$ cat src/rtl/jogo_pkg.sv
// Shared definitions for the sequence-memory game controller: state codes,
// state width and the per-entry time limit helper.
package jogo_pkg;

    localparam int STATE_W = 3;

    localparam logic [STATE_W-1:0] ST_IDLE  = 3'd0;
    localparam logic [STATE_W-1:0] ST_SETUP = 3'd1;
    localparam logic [STATE_W-1:0] ST_SEQ   = 3'd2;
    localparam logic [STATE_W-1:0] ST_PLAY  = 3'd3;
    localparam logic [STATE_W-1:0] ST_CHECK = 3'd4;
    localparam logic [STATE_W-1:0] ST_WIN   = 3'd5;
    localparam logic [STATE_W-1:0] ST_LOSE  = 3'd6;

    typedef enum logic [STATE_W-1:0] {
        S_IDLE  = ST_IDLE,
        S_SETUP = ST_SETUP,
        S_SEQ   = ST_SEQ,
        S_PLAY  = ST_PLAY,
        S_CHECK = ST_CHECK,
        S_WIN   = ST_WIN,
        S_LOSE  = ST_LOSE
    } state_t;

    // Harder settings halve the allowance; never drop below one second.
    function automatic int limit_secs(input int base, input logic [1:0] diff);
        int l;
        l = base >> diff;
        return (l < 1) ? 1 : l;
    endfunction

endpackage

$ cat src/rtl/controle_jogo_if.sv
// Command/status lines between the game controller and the datapath.
interface controle_jogo_if;
    logic r1;
    logic r2;
    logic e1;
    logic e2;
    logic e3;
    logic e4;
    logic sel;
    logic end_fpga;
    logic end_user;
    logic match;

    modport master (
        output r1, r2, e1, e2, e3, e4, sel,
        input  end_fpga, end_user, match
    );

    modport slave (
        input  r1, r2, e1, e2, e3, e4, sel,
        output end_fpga, end_user, match
    );
endinterface

$ cat src/rtl/controle_jogo_tick_timer.sv
// Entry timeout: a prescaler producing one-second steps plus a seconds counter;
// expired is raised in the last cycle of the allowed window.
module tick_timer #(
    parameter int TICKS_PER_SEC = 50_000_000,
    parameter int MAX_S         = 8
) (
    input  logic                         clock_50,
    input  logic                         reset,
    input  logic                         clear,
    input  logic                         enable,
    input  logic [$clog2(MAX_S+1)-1:0]   limit,
    output logic                         expired
);
    localparam int PW = (TICKS_PER_SEC > 1) ? $clog2(TICKS_PER_SEC) : 1;
    localparam int SW = $clog2(MAX_S + 1);

    logic [PW-1:0] presc_q, presc_d;
    logic [SW-1:0] sec_q, sec_d;
    logic          sec_end;

    always_comb begin
        sec_end = (presc_q == PW'(TICKS_PER_SEC - 1));
        // A clear in the same cycle counts as fresh activity and defers the timeout.
        expired = enable && !clear && sec_end && (sec_q == limit - SW'(1));
        presc_d = presc_q;
        sec_d   = sec_q;
        if (clear) begin
            presc_d = '0;
            sec_d   = '0;
        end else if (enable) begin
            if (sec_end) begin
                presc_d = '0;
                if (sec_q != SW'(MAX_S)) begin
                    sec_d = sec_q + SW'(1);
                end
            end else begin
                presc_d = presc_q + PW'(1);
            end
        end
    end

    always_ff @(posedge clock_50) begin
        if (reset) begin
            presc_q <= '0;
            sec_q   <= '0;
        end else begin
            presc_q <= presc_d;
            sec_q   <= sec_d;
        end
    end

endmodule

$ cat src/rtl/controle_jogo.sv
// Game controller: sequences display, user entry and checking over a
// configurable number of rounds, with lives, retries and a per-entry timeout.
module controle_jogo
    import jogo_pkg::*;
#(
    parameter int ROUNDS        = 16,
    parameter int LIVES         = 3,
    parameter int TICKS_PER_SEC = 50_000_000,
    parameter int TIME_LIMIT_S  = 8,
    localparam int RW = $clog2(ROUNDS),
    localparam int LW = $clog2(LIVES + 1)
) (
    input  logic                 clock_50,
    input  logic                 reset,
    input  logic                 enter,
    input  logic [1:0]           difficulty,
    controle_jogo_if.master      dp,
    output logic [RW-1:0]        round,
    output logic [LW-1:0]        lives,
    output logic                 end_time,
    output logic                 win,
    output logic                 lose,
    output logic [STATE_W-1:0]   state
);
    localparam int SW = $clog2(TIME_LIMIT_S + 1);

    state_t        state_q, state_d;
    logic [RW-1:0] round_q, round_d;
    logic [LW-1:0] lives_q, lives_d;
    logic [SW-1:0] limit_q, limit_d;
    logic          end_time_q, end_time_d;
    logic          enter_prev_q;

    logic enter_rise;
    logic fail;
    logic timer_clear;
    logic timer_en;
    logic expired;
    logic cmd_r1, cmd_r2, cmd_e1, cmd_e2, cmd_e3, cmd_e4, cmd_sel;

    assign enter_rise = enter && !enter_prev_q;
    assign fail       = end_time_q || !dp.match;
    assign timer_en   = (state_q == S_PLAY);

    tick_timer #(
        .TICKS_PER_SEC (TICKS_PER_SEC),
        .MAX_S         (TIME_LIMIT_S)
    ) u_timer (
        .clock_50 (clock_50),
        .reset    (reset),
        .clear    (timer_clear),
        .enable   (timer_en),
        .limit    (limit_q),
        .expired  (expired)
    );

    always_comb begin
        state_d     = state_q;
        round_d     = round_q;
        lives_d     = lives_q;
        limit_d     = limit_q;
        end_time_d  = 1'b0;
        timer_clear = 1'b0;
        cmd_r1      = 1'b0;
        cmd_r2      = 1'b0;
        cmd_e1      = 1'b0;
        cmd_e2      = 1'b0;
        cmd_e3      = 1'b0;
        cmd_e4      = 1'b0;
        cmd_sel     = 1'b0;

        case (state_q)
            S_IDLE: begin
                cmd_r1  = 1'b1;
                cmd_r2  = 1'b1;
                state_d = S_SETUP;
            end
            S_SETUP: begin
                cmd_e1 = 1'b1;
                if (enter_rise) begin
                    state_d = S_SEQ;
                    round_d = '0;
                    lives_d = LW'(LIVES);
                    limit_d = SW'(limit_secs(TIME_LIMIT_S, difficulty));
                end
            end
            S_SEQ: begin
                cmd_e2 = 1'b1;
                if (dp.end_fpga) begin
                    state_d     = S_PLAY;
                    timer_clear = 1'b1;
                end
            end
            S_PLAY: begin
                cmd_sel     = 1'b1;
                cmd_e3      = enter_rise;
                timer_clear = enter_rise;
                // A completed entry beats a timeout landing in the same cycle.
                if (dp.end_user) begin
                    state_d = S_CHECK;
                end else if (expired) begin
                    state_d    = S_CHECK;
                    end_time_d = 1'b1;
                end
            end
            S_CHECK: begin
                cmd_r1 = 1'b1;
                if (fail) begin
                    if (lives_q == LW'(1)) begin
                        state_d    = S_LOSE;
                        lives_d    = '0;
                        end_time_d = end_time_q;
                    end else begin
                        state_d = S_SEQ;
                        lives_d = lives_q - LW'(1);
                    end
                end else if (round_q == RW'(ROUNDS - 1)) begin
                    state_d = S_WIN;
                end else begin
                    state_d = S_SEQ;
                    round_d = round_q + RW'(1);
                end
            end
            S_WIN: begin
                cmd_e4  = 1'b1;
                cmd_sel = 1'b1;
                if (enter_rise) begin
                    state_d = S_IDLE;
                end
            end
            S_LOSE: begin
                cmd_e4     = 1'b1;
                cmd_sel    = 1'b1;
                end_time_d = end_time_q;
                if (enter_rise) begin
                    state_d    = S_IDLE;
                    end_time_d = 1'b0;
                end
            end
            default: begin
                state_d = S_IDLE;
            end
        endcase
    end

    always_ff @(posedge clock_50) begin
        if (reset) begin
            state_q      <= S_IDLE;
            round_q      <= '0;
            lives_q      <= LW'(LIVES);
            limit_q      <= SW'(limit_secs(TIME_LIMIT_S, 2'd0));
            end_time_q   <= 1'b0;
            // Seed with the live level so a switch already up does not fire.
            enter_prev_q <= enter;
        end else begin
            state_q      <= state_d;
            round_q      <= round_d;
            lives_q      <= lives_d;
            limit_q      <= limit_d;
            end_time_q   <= end_time_d;
            enter_prev_q <= enter;
        end
    end

    assign dp.r1  = cmd_r1;
    assign dp.r2  = cmd_r2;
    assign dp.e1  = cmd_e1;
    assign dp.e2  = cmd_e2;
    assign dp.e3  = cmd_e3;
    assign dp.e4  = cmd_e4;
    assign dp.sel = cmd_sel;

    assign round    = round_q;
    assign lives    = lives_q;
    assign end_time = end_time_q;
    assign win      = (state_q == S_WIN);
    assign lose     = (state_q == S_LOSE);
    assign state    = state_q;

endmodule

$ cat src/flat_wrapper.sv
// flat-port wrapper written by rule: the top's interface ports become plain ports
module controle_jogo_flat import jogo_pkg::*;
#(
    parameter int ROUNDS        = 16,
    parameter int LIVES         = 3,
    parameter int TICKS_PER_SEC = 50_000_000,
    parameter int TIME_LIMIT_S  = 8,
    localparam int RW = $clog2(ROUNDS),
    localparam int LW = $clog2(LIVES + 1)
)
  (clock_50, reset, enter, difficulty, round, lives, end_time, win, lose, state, dp_r1, dp_r2, dp_e1, dp_e2, dp_e3, dp_e4, dp_sel, dp_end_fpga, dp_end_user, dp_match);
  controle_jogo_if dp_i ();
  input  logic clock_50;
  input  logic reset;
  input  logic enter;
  input  logic [1:0] difficulty;
  output logic [RW-1:0] round;
  output logic [LW-1:0] lives;
  output logic end_time;
  output logic win;
  output logic lose;
  output logic [STATE_W-1:0] state;
  output wire logic [$bits(dp_i.r1)-1:0] dp_r1;
  output wire logic [$bits(dp_i.r2)-1:0] dp_r2;
  output wire logic [$bits(dp_i.e1)-1:0] dp_e1;
  output wire logic [$bits(dp_i.e2)-1:0] dp_e2;
  output wire logic [$bits(dp_i.e3)-1:0] dp_e3;
  output wire logic [$bits(dp_i.e4)-1:0] dp_e4;
  output wire logic [$bits(dp_i.sel)-1:0] dp_sel;
  input wire logic [$bits(dp_i.end_fpga)-1:0] dp_end_fpga;
  input wire logic [$bits(dp_i.end_user)-1:0] dp_end_user;
  input wire logic [$bits(dp_i.match)-1:0] dp_match;
  assign dp_r1 = dp_i.r1;
  assign dp_r2 = dp_i.r2;
  assign dp_e1 = dp_i.e1;
  assign dp_e2 = dp_i.e2;
  assign dp_e3 = dp_i.e3;
  assign dp_e4 = dp_i.e4;
  assign dp_sel = dp_i.sel;
  assign dp_i.end_fpga = dp_end_fpga;
  assign dp_i.end_user = dp_end_user;
  assign dp_i.match = dp_match;
  controle_jogo #(.ROUNDS(ROUNDS), .LIVES(LIVES), .TICKS_PER_SEC(TICKS_PER_SEC), .TIME_LIMIT_S(TIME_LIMIT_S)) u_core (.clock_50(clock_50), .reset(reset), .enter(enter), .difficulty(difficulty), .dp(dp_i), .round(round), .lives(lives), .end_time(end_time), .win(win), .lose(lose), .state(state));
endmodule
$ cat config.mk
export PLATFORM = sky130hd
export DESIGN_NAME = controle_jogo_flat
export DESIGN_NICKNAME = d
export VERILOG_FILES = /design/src/rtl/jogo_pkg.sv /design/src/rtl/controle_jogo_if.sv /design/src/rtl/controle_jogo_tick_timer.sv /design/src/rtl/controle_jogo.sv /design/src/flat_wrapper.sv
export SDC_FILE = /design/constraint.sdc
export NUM_CORES = 1
export LEC_CHECK = 0
export ABC_AREA = 0
export BUFFER_PORTS_ARGS = -buffer_cell sky130_fd_sc_hd__clkbuf_2
export CAP_MARGIN = 25
export CELL_PAD_IN_SITES_DETAIL_PLACEMENT = 0
export CELL_PAD_IN_SITES_GLOBAL_PLACEMENT = 1
export CORE_ASPECT_RATIO = 1.1
export CORE_MARGIN = 5
export CORE_UTILIZATION = 39
export CTS_CLUSTER_SIZE = 16
export DETAILED_ROUTE_END_ITERATION = 6
export MAX_ROUTING_LAYER = met4
export PLACE_DENSITY = 0.78
export SYNTH_ARGS = -nofsm -noshare
export SYNTH_HDL_FRONTEND = slang
export SYNTH_SLANG_ARGS = --single-unit
$ cat constraint.sdc
create_clock -name clock_50 -period 2 [get_ports clock_50]
set_clock_uncertainty 0.15 [all_clocks]
set_input_delay 0.1 -clock clock_50 [delete_from_list [all_inputs] [get_ports clock_50]]
set_output_delay 0.1 -clock clock_50 [all_outputs]
set_load 0.02 [all_outputs]
==> impl_results.md, run 1 <==
- Post-synthesis average cell area: 8.43 µm²
- TritonCTS clock tree: yes
- Clock root buffer master: clkbuf_8
- Count of flip-flops with a built-in enable after synthesis: 0
- Number of nets in the synthesized netlist: 300
- Overall fraction of global-route tracks in use: 14.9%
- Category of cells accounting for the largest share of critical-path delay: simple AND/OR/NAND/NOR gates
- Commonest cells after routing, fill and taps aside: dfxtp_1 (40), nor2_1 (35), clkbuf_2 (26)
- Worst setup path class: register to register
- Length of the first detailed-routing pass in iterations: 4
- Input/output buffers: 26
- Detailed router's first-iteration violation count: 95
- Minimum clock period: 1940 ps
- Effective utilization at floorplan: 39.7%
- Register cell area after layout: 910 µm²
- Routed len/inst: 12.8 µm
- Post-synthesis sequential area ratio: 37.3%
- Core area: 6080 µm²
- Die Y: 92.5 µm
- Hold crit path type: input port to register
- Chip width: 85.0 µm
- Finish-stage setup viols: 0
- Nets: 355
- Critical path cell sequence: ha_4 > nand4_1 > or3_4 > nor4_4 > mux2i_1 > nor2_1
- Die Outline Area: 7860 µm²
- Cell count after placement: 407
- Placement-stage worst setup slack: 51.5 ps
- DRC violations left: 0
- Final Hold Vio Count: 0
- Fraction of the cycle the final worst path needs: 97.2%
- Async set or reset register ratio after synthesis: 0%
- Peak Freq: 0.514 GHz
- Gate count after technology mapping: 286
- Antenna Cells: 0
- Via count of the first global-routing pass: 2,094
- Detail Placement HPWL: 4.01 mm
- Most frequent standard cell in the layout excluding fill and tap cells: dfxtp_1
- Relative area change from synthesis to final layout: 25.7%
- Cts bufs inserted: 5
- RSZ-0062 raised after global routing: true
- Critical-path cell with the highest stage delay: or3_4
- Footprint of the multi-input gates: 1490 µm²
- Synth Cell Area: 2410 µm²
- Crit path buf inv count: 0
- Status: completed
- Global-route wire length before repair: 9.49 mm
- Total Routed Length: 5.41 mm
- Transition at the pin with the smallest max-transition slack: 532 ps
- Proportion of layout cells with a drive suffix above 1: 24.3%
- Worst hold slack across all endpoints: 88.5 ps
- Summed negative setup slack over all endpoints: 0 ps
- Pwr per Cell Area: 837 nW/µm²
- Pins over their slew limit: 0
- Max clock buf depth: 2
- Total via count in the routed design: 2,164
- #FFs+latches synth: 45
- Worst VDD drop: 0.000592 V
- Worst Path Required: 2050 ps
- Warnings, synthesis: 0
- Std-Cell Rows: 30
- Library cells used by synthesis: 48
- Filler cell count in the final layout: 613
- Clock slew at the register clock pins of the worst setup and hold paths: 90 ps
- Arrival time reported for the critical path endpoint: 1990 ps
- Number of routed nets with antenna violations: 0
- Number of sinks handled by clock tree synthesis: 45
- Max-cap check violation count: 0
- Per-cell via count in the routed design: 5.14
- Worst-skew pair later-pin latency: 290 ps
- DP Area: 2810 µm²
- Flip-flop cell with the highest count after synthesis: dfxtp_1
- Remaining max-slew budget at the tightest pin: 64.4%
- Aggregate global routing overflow: 0
- Maximum level of the CTS H-tree: 2
- Non-Filler Instances: 421
- Final core utilization: 49.9%
- Number of ports placed on the die boundary: 27
- Endpoint kind of the worst setup timing path: register
- Pin count of the biggest net entering global routing: 17
- CP Max Fanout: 4
- Kind of start point of the critical path: register
- Antenna violations before repair: 0
- Slowest stage delay, CP: 450 ps
- Least setup slack across all paths after layout: 55.2 ps
- Reported leakage power: 1.19 nW
- Final estimated routing congestion in global placement: 0.831
- Cell area after layout: 3030 µm²
- Overall power of the completed layout: 2.54 mW
metal layers:
metal	share of wire [%]	global-route usage (%)	up-vias	routed length, µm
met5	0	-	-	0
met4	1.3	4.62	0	71
met3	3.0	2.67	6	164
met2	48	24.1	40	2570
met1	48	19.0	999	2600
li1	-	-	1119	-
area by class of cell:
cell class | count | area share, %
Clock buffer | 5 | 2.27
Clock inverter | 2 | 1.16
Inverter | 10 | 1.24
Multi-Input combinational cell | 222 | 49.3
Sequential cell | 45 | 30.0
Tap cell | 80 | 3.30
Timing Repair Buffer | 57 | 12.8
where the power goes:
group | switching (mW) | internal [mW] | total (mW)
Clock | 0.306 | 0.364 | 0.670
Sequential | 0.0643 | 0.949 | 1.01
Combinational | 0.508 | 0.348 | 0.856
Total | 0.879 | 1.66 | 2.54
synth_stat cells (2+ instances only):
library cell | n | share of area (%)
a32o_1 | 3 | 1.2
nor2b_1 | 4 | 1.0
nand2b_1 | 6 | 1.6
nor3b_1 | 4 | 1.2
a211o_1 | 2 | 0.73
nand4_1 | 7 | 1.8
nor4_4 | 3 | 2.6
nor3_1 | 12 | 2.5
o21ai_0 | 9 | 1.9
nor4_1 | 4 | 1.0
mux2i_1 | 3 | 1.2
a21o_1 | 2 | 0.62
nor2_1 | 35 | 5.4
xnor2_1 | 12 | 4.4
nand3b_1 | 3 | 0.93
dfxtp_1 | 45 | 37
and3_1 | 5 | 1.3
nand3_1 | 20 | 4.1
a31o_2 | 2 | 0.73
inv_1 | 10 | 1.6
and2_1 | 4 | 1.0
a211oi_1 | 2 | 0.62
or3_1 | 2 | 0.52
o31ai_1 | 2 | 0.62
clkbuf_1 | 6 | 0.93
a21oi_1 | 13 | 2.7
nand2_1 | 23 | 3.6
xor2_1 | 17 | 6.2
and4_1 | 2 | 0.73
ha_1 | 6 | 3.1
final timing paths:
| path | slack (ps) | from | cells after the start | to |
|---|---|---|---|---|
| worst min-delay path | 90 | dp_end_fpga | 5 | u_core.state[2] |
| worst max-delay path | 60 | u_core.u_timer.presc_q[0] | 6 | u_core.u_timer.sec_q[1] |
| worst min register to register | 330 | u_core.limit_q[1] | 2 | u_core.limit_q[1] |
| worst max register to register | 60 | u_core.u_timer.presc_q[0] | 6 | u_core.u_timer.sec_q[1] |
cell families after synthesis:
family	synth area share [%]
and+or+nand+nor	32.8
DFF	37.3
AOI/OAI and AO/OA	11.5
xor gates and xnor gates	10.5
buffers and inverters	3.48
adders and majority gates	3.11
muxes	1.24
state kept, by name, summed over array words and instances (netlist names):
| signal | count |
|---|---|
| u_core.end_time | 1 |
| u_core.u_timer.presc_q | 26 |
| u_core.lives | 2 |
| u_core.enter_prev_q | 1 |
| u_core.u_timer.sec_q | 4 |
| u_core.round | 4 |
| u_core.limit_q | 4 |
| u_core.state | 3 |
worst min-delay path, delay by kind of cell:
| family | cells | cell delay (ps) |
|---|---|---|
| buffers and inverters | 2 | 150 |
| and+or+nand+nor | 1 | 50 |
| AOI/OAI and AO/OA | 2 | 200 |
repair_timing:
action | in CTS | in global routing
buffers inserted | 0 | 2
endpoints found under the hold margin | 8 | 0
setup endpoints to repair | 0 | 29
hold buffers | 5 | 0
gates resized for setup | 0 | 13
Power figures use the tool's default switching activity.
==> inputs of run 2 (changes only) <==
--- a/config.mk
+++ b/config.mk
@@ -6,14 +6,13 @@
 export NUM_CORES = 1
 export LEC_CHECK = 0
 export ABC_AREA = 0
-export BUFFER_PORTS_ARGS = -buffer_cell sky130_fd_sc_hd__clkbuf_2
+export BUFFER_PORTS_ARGS = -buffer_cell sky130_fd_sc_hd__buf_2
 export CAP_MARGIN = 25
 export CELL_PAD_IN_SITES_DETAIL_PLACEMENT = 0
 export CELL_PAD_IN_SITES_GLOBAL_PLACEMENT = 1
-export CORE_ASPECT_RATIO = 1.1
+export CORE_ASPECT_RATIO = 1.5
 export CORE_MARGIN = 5
 export CORE_UTILIZATION = 39
-export CTS_CLUSTER_SIZE = 16
 export DETAILED_ROUTE_END_ITERATION = 6
 export MAX_ROUTING_LAYER = met4
 export PLACE_DENSITY = 0.78
==> run 2 against run 1 <==
First-iteration DRC count is 15% higher; total power is 8.5% higher; critical path depth stayed put; clock power is 22% higher; sequential cell count stayed put; via count is 2.4% higher; register-to-register slack better by 30 ps; count of clock-buffer cells in the layout stayed put; combinational power is 12% higher; cell area is 4.1% higher; critical path type unchanged; critical endpoint unchanged; largest power group unchanged.
==> impl_results.md, run 2 (same netlist as run 1, synthesis figures left out) <==
- Status: completed
- DRC violations left: 0 (unchanged)
- Via count of the first global-routing pass: 2,268 (+8.3%)
- Pins over their slew limit: 0 (unchanged)
- Aggregate global routing overflow: 0 (unchanged)
- Critical-path cell with the highest stage delay: or3_4
- Pwr per Cell Area: 873 nW/µm² (+4.2%)
- Final Hold Vio Count: 0 (unchanged)
- CP Max Fanout: 4 (unchanged)
- Global-route wire length before repair: 10.2 mm (+7.0%)
- Number of sinks handled by clock tree synthesis: 45 (unchanged)
- Arrival time reported for the critical path endpoint: 1950 ps (-40 ps)
- Maximum level of the CTS H-tree: 2 (unchanged)
- Cell count after placement: 411 (+0.98%)
- Non-Filler Instances: 427 (+1.4%)
- Worst setup path class: register to register
- RSZ-0062 raised after global routing: true
- Switching Share: 33.6% (-1.0 points)
- Slowest stage delay, CP: 390 ps (-60 ps)
- Detailed router's first-iteration violation count: 109 (+15%)
- Finish-stage setup viols: 0 (unchanged)
- Endpoint kind of the worst setup timing path: register
- Largest reg by FF count: u_core.u_timer.presc_q
- Filler cell count in the final layout: 599 (-2.3%)
- Max-cap check violation count: 0 (unchanged)
- Number of ports placed on the die boundary: 27 (unchanged)
- Core area: 6090 µm² (+0.10%)
- Critical path cell sequence: ha_1 > nand4_1 > or3_4 > nor4_4 > mux2i_1 > nor2_1
- Chip width: 74.2 µm (-13%)
- Total via count in the routed design: 2,216 (+2.4%)
- Die Y: 106 µm (+15%)
- Pin count of the biggest net entering global routing: 19 (+2)
- Reg-to-reg critical path startpoint: u_core.u_timer.presc_q[0]
- Number of routed nets with antenna violations: 0 (unchanged)
- Minimum clock period: 1910 ps (-34.1 ps)
- TritonCTS clock tree: yes
- Cell depth of the worst hold path: 2 (-3)
- Routed len/inst: 13.7 µm (+6.3%)
- Proportion of layout cells with a drive suffix above 1: 28.0% (+3.7 points)
- DP Area: 2880 µm² (+2.4%)
- R2R depth: 6 (unchanged)
- Cts bufs inserted: 5 (unchanged)
- Max reg flops: 26 (unchanged)
- Least setup slack across all paths after layout: 89.3 ps (+34.1 ps)
- Placement-stage worst setup slack: 19.5 ps (-32.0 ps)
- Remaining max-slew budget at the tightest pin: 61.5% (-2.9 points)
- Final estimated routing congestion in global placement: 0.791 (-4.8%)
- Length of the first detailed-routing pass in iterations: 4 (unchanged)
- Peak Freq: 0.523 GHz (+1.8%)
- Cell area after layout: 3160 µm² (+4.1%)
- Reported leakage power: 1.28 nW (+7.7%)
- Max clock buf depth: 2 (unchanged)
- Internal power summed over all cells: 1.83 mW (+10%)
- Part of the total power dissipated in sequential elements: 35.7% (-4.2 points)
- Kind of start point of the critical path: register
- Fraction of the cycle the final worst path needs: 95.5% (-1.7 points)
- Effective utilization at floorplan: 39.6% (-0.041 points)
- Std-Cell Rows: 35 (+17%)
- Die Outline Area: 7890 µm² (+0.40%)
- Worst Path Required: 2040 ps (about the same)
- Input/output buffers: 26 (unchanged)
- Overall fraction of global-route tracks in use: 16.5% (+1.6 points)
- Per-cell via count in the routed design: 5.19 (+0.96%)
- Worst setup path endpoint: u_core.u_timer.sec_q[1]
- Nets: 366 (+3.1%)
- Launch point of the worst path: u_core.u_timer.presc_q[0]
- Clock slew at the register clock pins of the worst setup and hold paths: 90 ps (about the same)
- Transition at the pin with the smallest max-transition slack: 575 ps (+42.6 ps)
- Antenna violations before repair: 0 (unchanged)
- Startpoint of the tightest hold check path: reset
- Hold crit path type: input port to register
- Clock power frac: 29.7% (+3.3 points)
- Worst reg2reg setup slack: 90 ps (+30 ps)
- Total Routed Length: 5.83 mm (+7.8%)
- Antenna Cells: 0 (unchanged)
- Proportion of power drawn by combinational gates: 34.6% (+0.9 points)
- Worst-skew pair later-pin latency: 310 ps (+20 ps)
- Endpoint of the most critical register-to-register path: u_core.u_timer.sec_q[1]
- Detail Placement HPWL: 4.39 mm (+9.7%)
- Worst VDD drop: 0.000849 V (+43%)
- Commonest cells after routing, fill and taps aside: dfxtp_1 (41), buf_4 (36), nor2_1 (34)
- Clock root buffer master: clkbuf_8
- Relative area change from synthesis to final layout: 30.9%
- Most frequent standard cell in the layout excluding fill and tap cells: dfxtp_1
- Sw power: 925 µW (+5.3%)
## run 2: cell types whose count changed in the layout (fill, tap and decap cells not counted), moves of 2 or more
cell,previous run,this run
clkbuf_2,26,0
buf_2,0,25
buf_4,25,36
buf_6,0,2
xnor2_1,12,10
xnor2_2,0,2
## run 2: area by class of cell
type | count | area, µm² | share of cell area [%]
multi-input cells | 222 | 1510 | 47.7
flip-flops and latches | 45 | 906 | 28.7
repair buffers | 68 | 478 | 15.1
well taps | 74 | 92.6 | 2.93
clock buffers | 5 | 68.8 | 2.18
clock inverters | 3 | 65.1 | 2.06
inverters | 10 | 41.3 | 1.31
## run 2: worst min-delay path by stage
stage | endpoint | slack [ps]
floorplan | u_core.enter_prev_q | -20
global placement | u_core.enter_prev_q | 90
detailed placement | u_core.enter_prev_q | 100
CTS | u_core.round[1] | 20
global route | u_core.limit_q[1] | 50
finish | u_core.limit_q[1] | 30
## run 2: routing by layer
layer	global-route usage, %	part of all wire [%]
met5	-	0
met4	4.33	0.87
met1	18.3	41
met3	3.22	2.9
met2	29.5	55
## run 2: stage by stage
step | total power, mW | hold WS [ps] | utilization, % | setup TNS [ps]
6_report | 2.76 | 26.1 | 51.9 | 0
2_1_floorplan | 1.58 | -22.3 | - | 0
3_5_place_dp | 1.88 | 95.8 | 47.2 | 0
3_3_place_gp | 1.88 | 92.3 | 47.2 | 0
5_1_grt | 2.92 | 47.2 | 51.9 | -195
4_1_cts | 2.72 | 21.2 | 50.2 | 0
## run 2: what timing repair did
action | in CTS | in global routing
hold buffers | 4 | 0
endpoints found under the hold margin | 7 | 0
pin swaps | 1 | 2
setup buffers | 0 | 4
setup endpoints to repair | 1 | 32
resized for setup | 1 | 17
## run 2: worst max-delay path, delay by kind of cell, from the launching register on
family	cells	cell delay, ps
multiplexers	1	230
AND/OR/NAND/NOR	4	920
flip-flops	1	340
adder cells (fa/ha/maj)	1	160
## run 2: power groups by stage
stage          combinational (mW)  clock (mW)  sequential [mW]
6_report                    0.955       0.819            0.983
5_1_grt                      1.05       0.881            0.991
4_1_cts                     0.889       0.847            0.980
3_5_place_dp                0.880           0             1.00
3_3_place_gp                0.878           0            0.998
2_1_floorplan               0.524           0             1.06
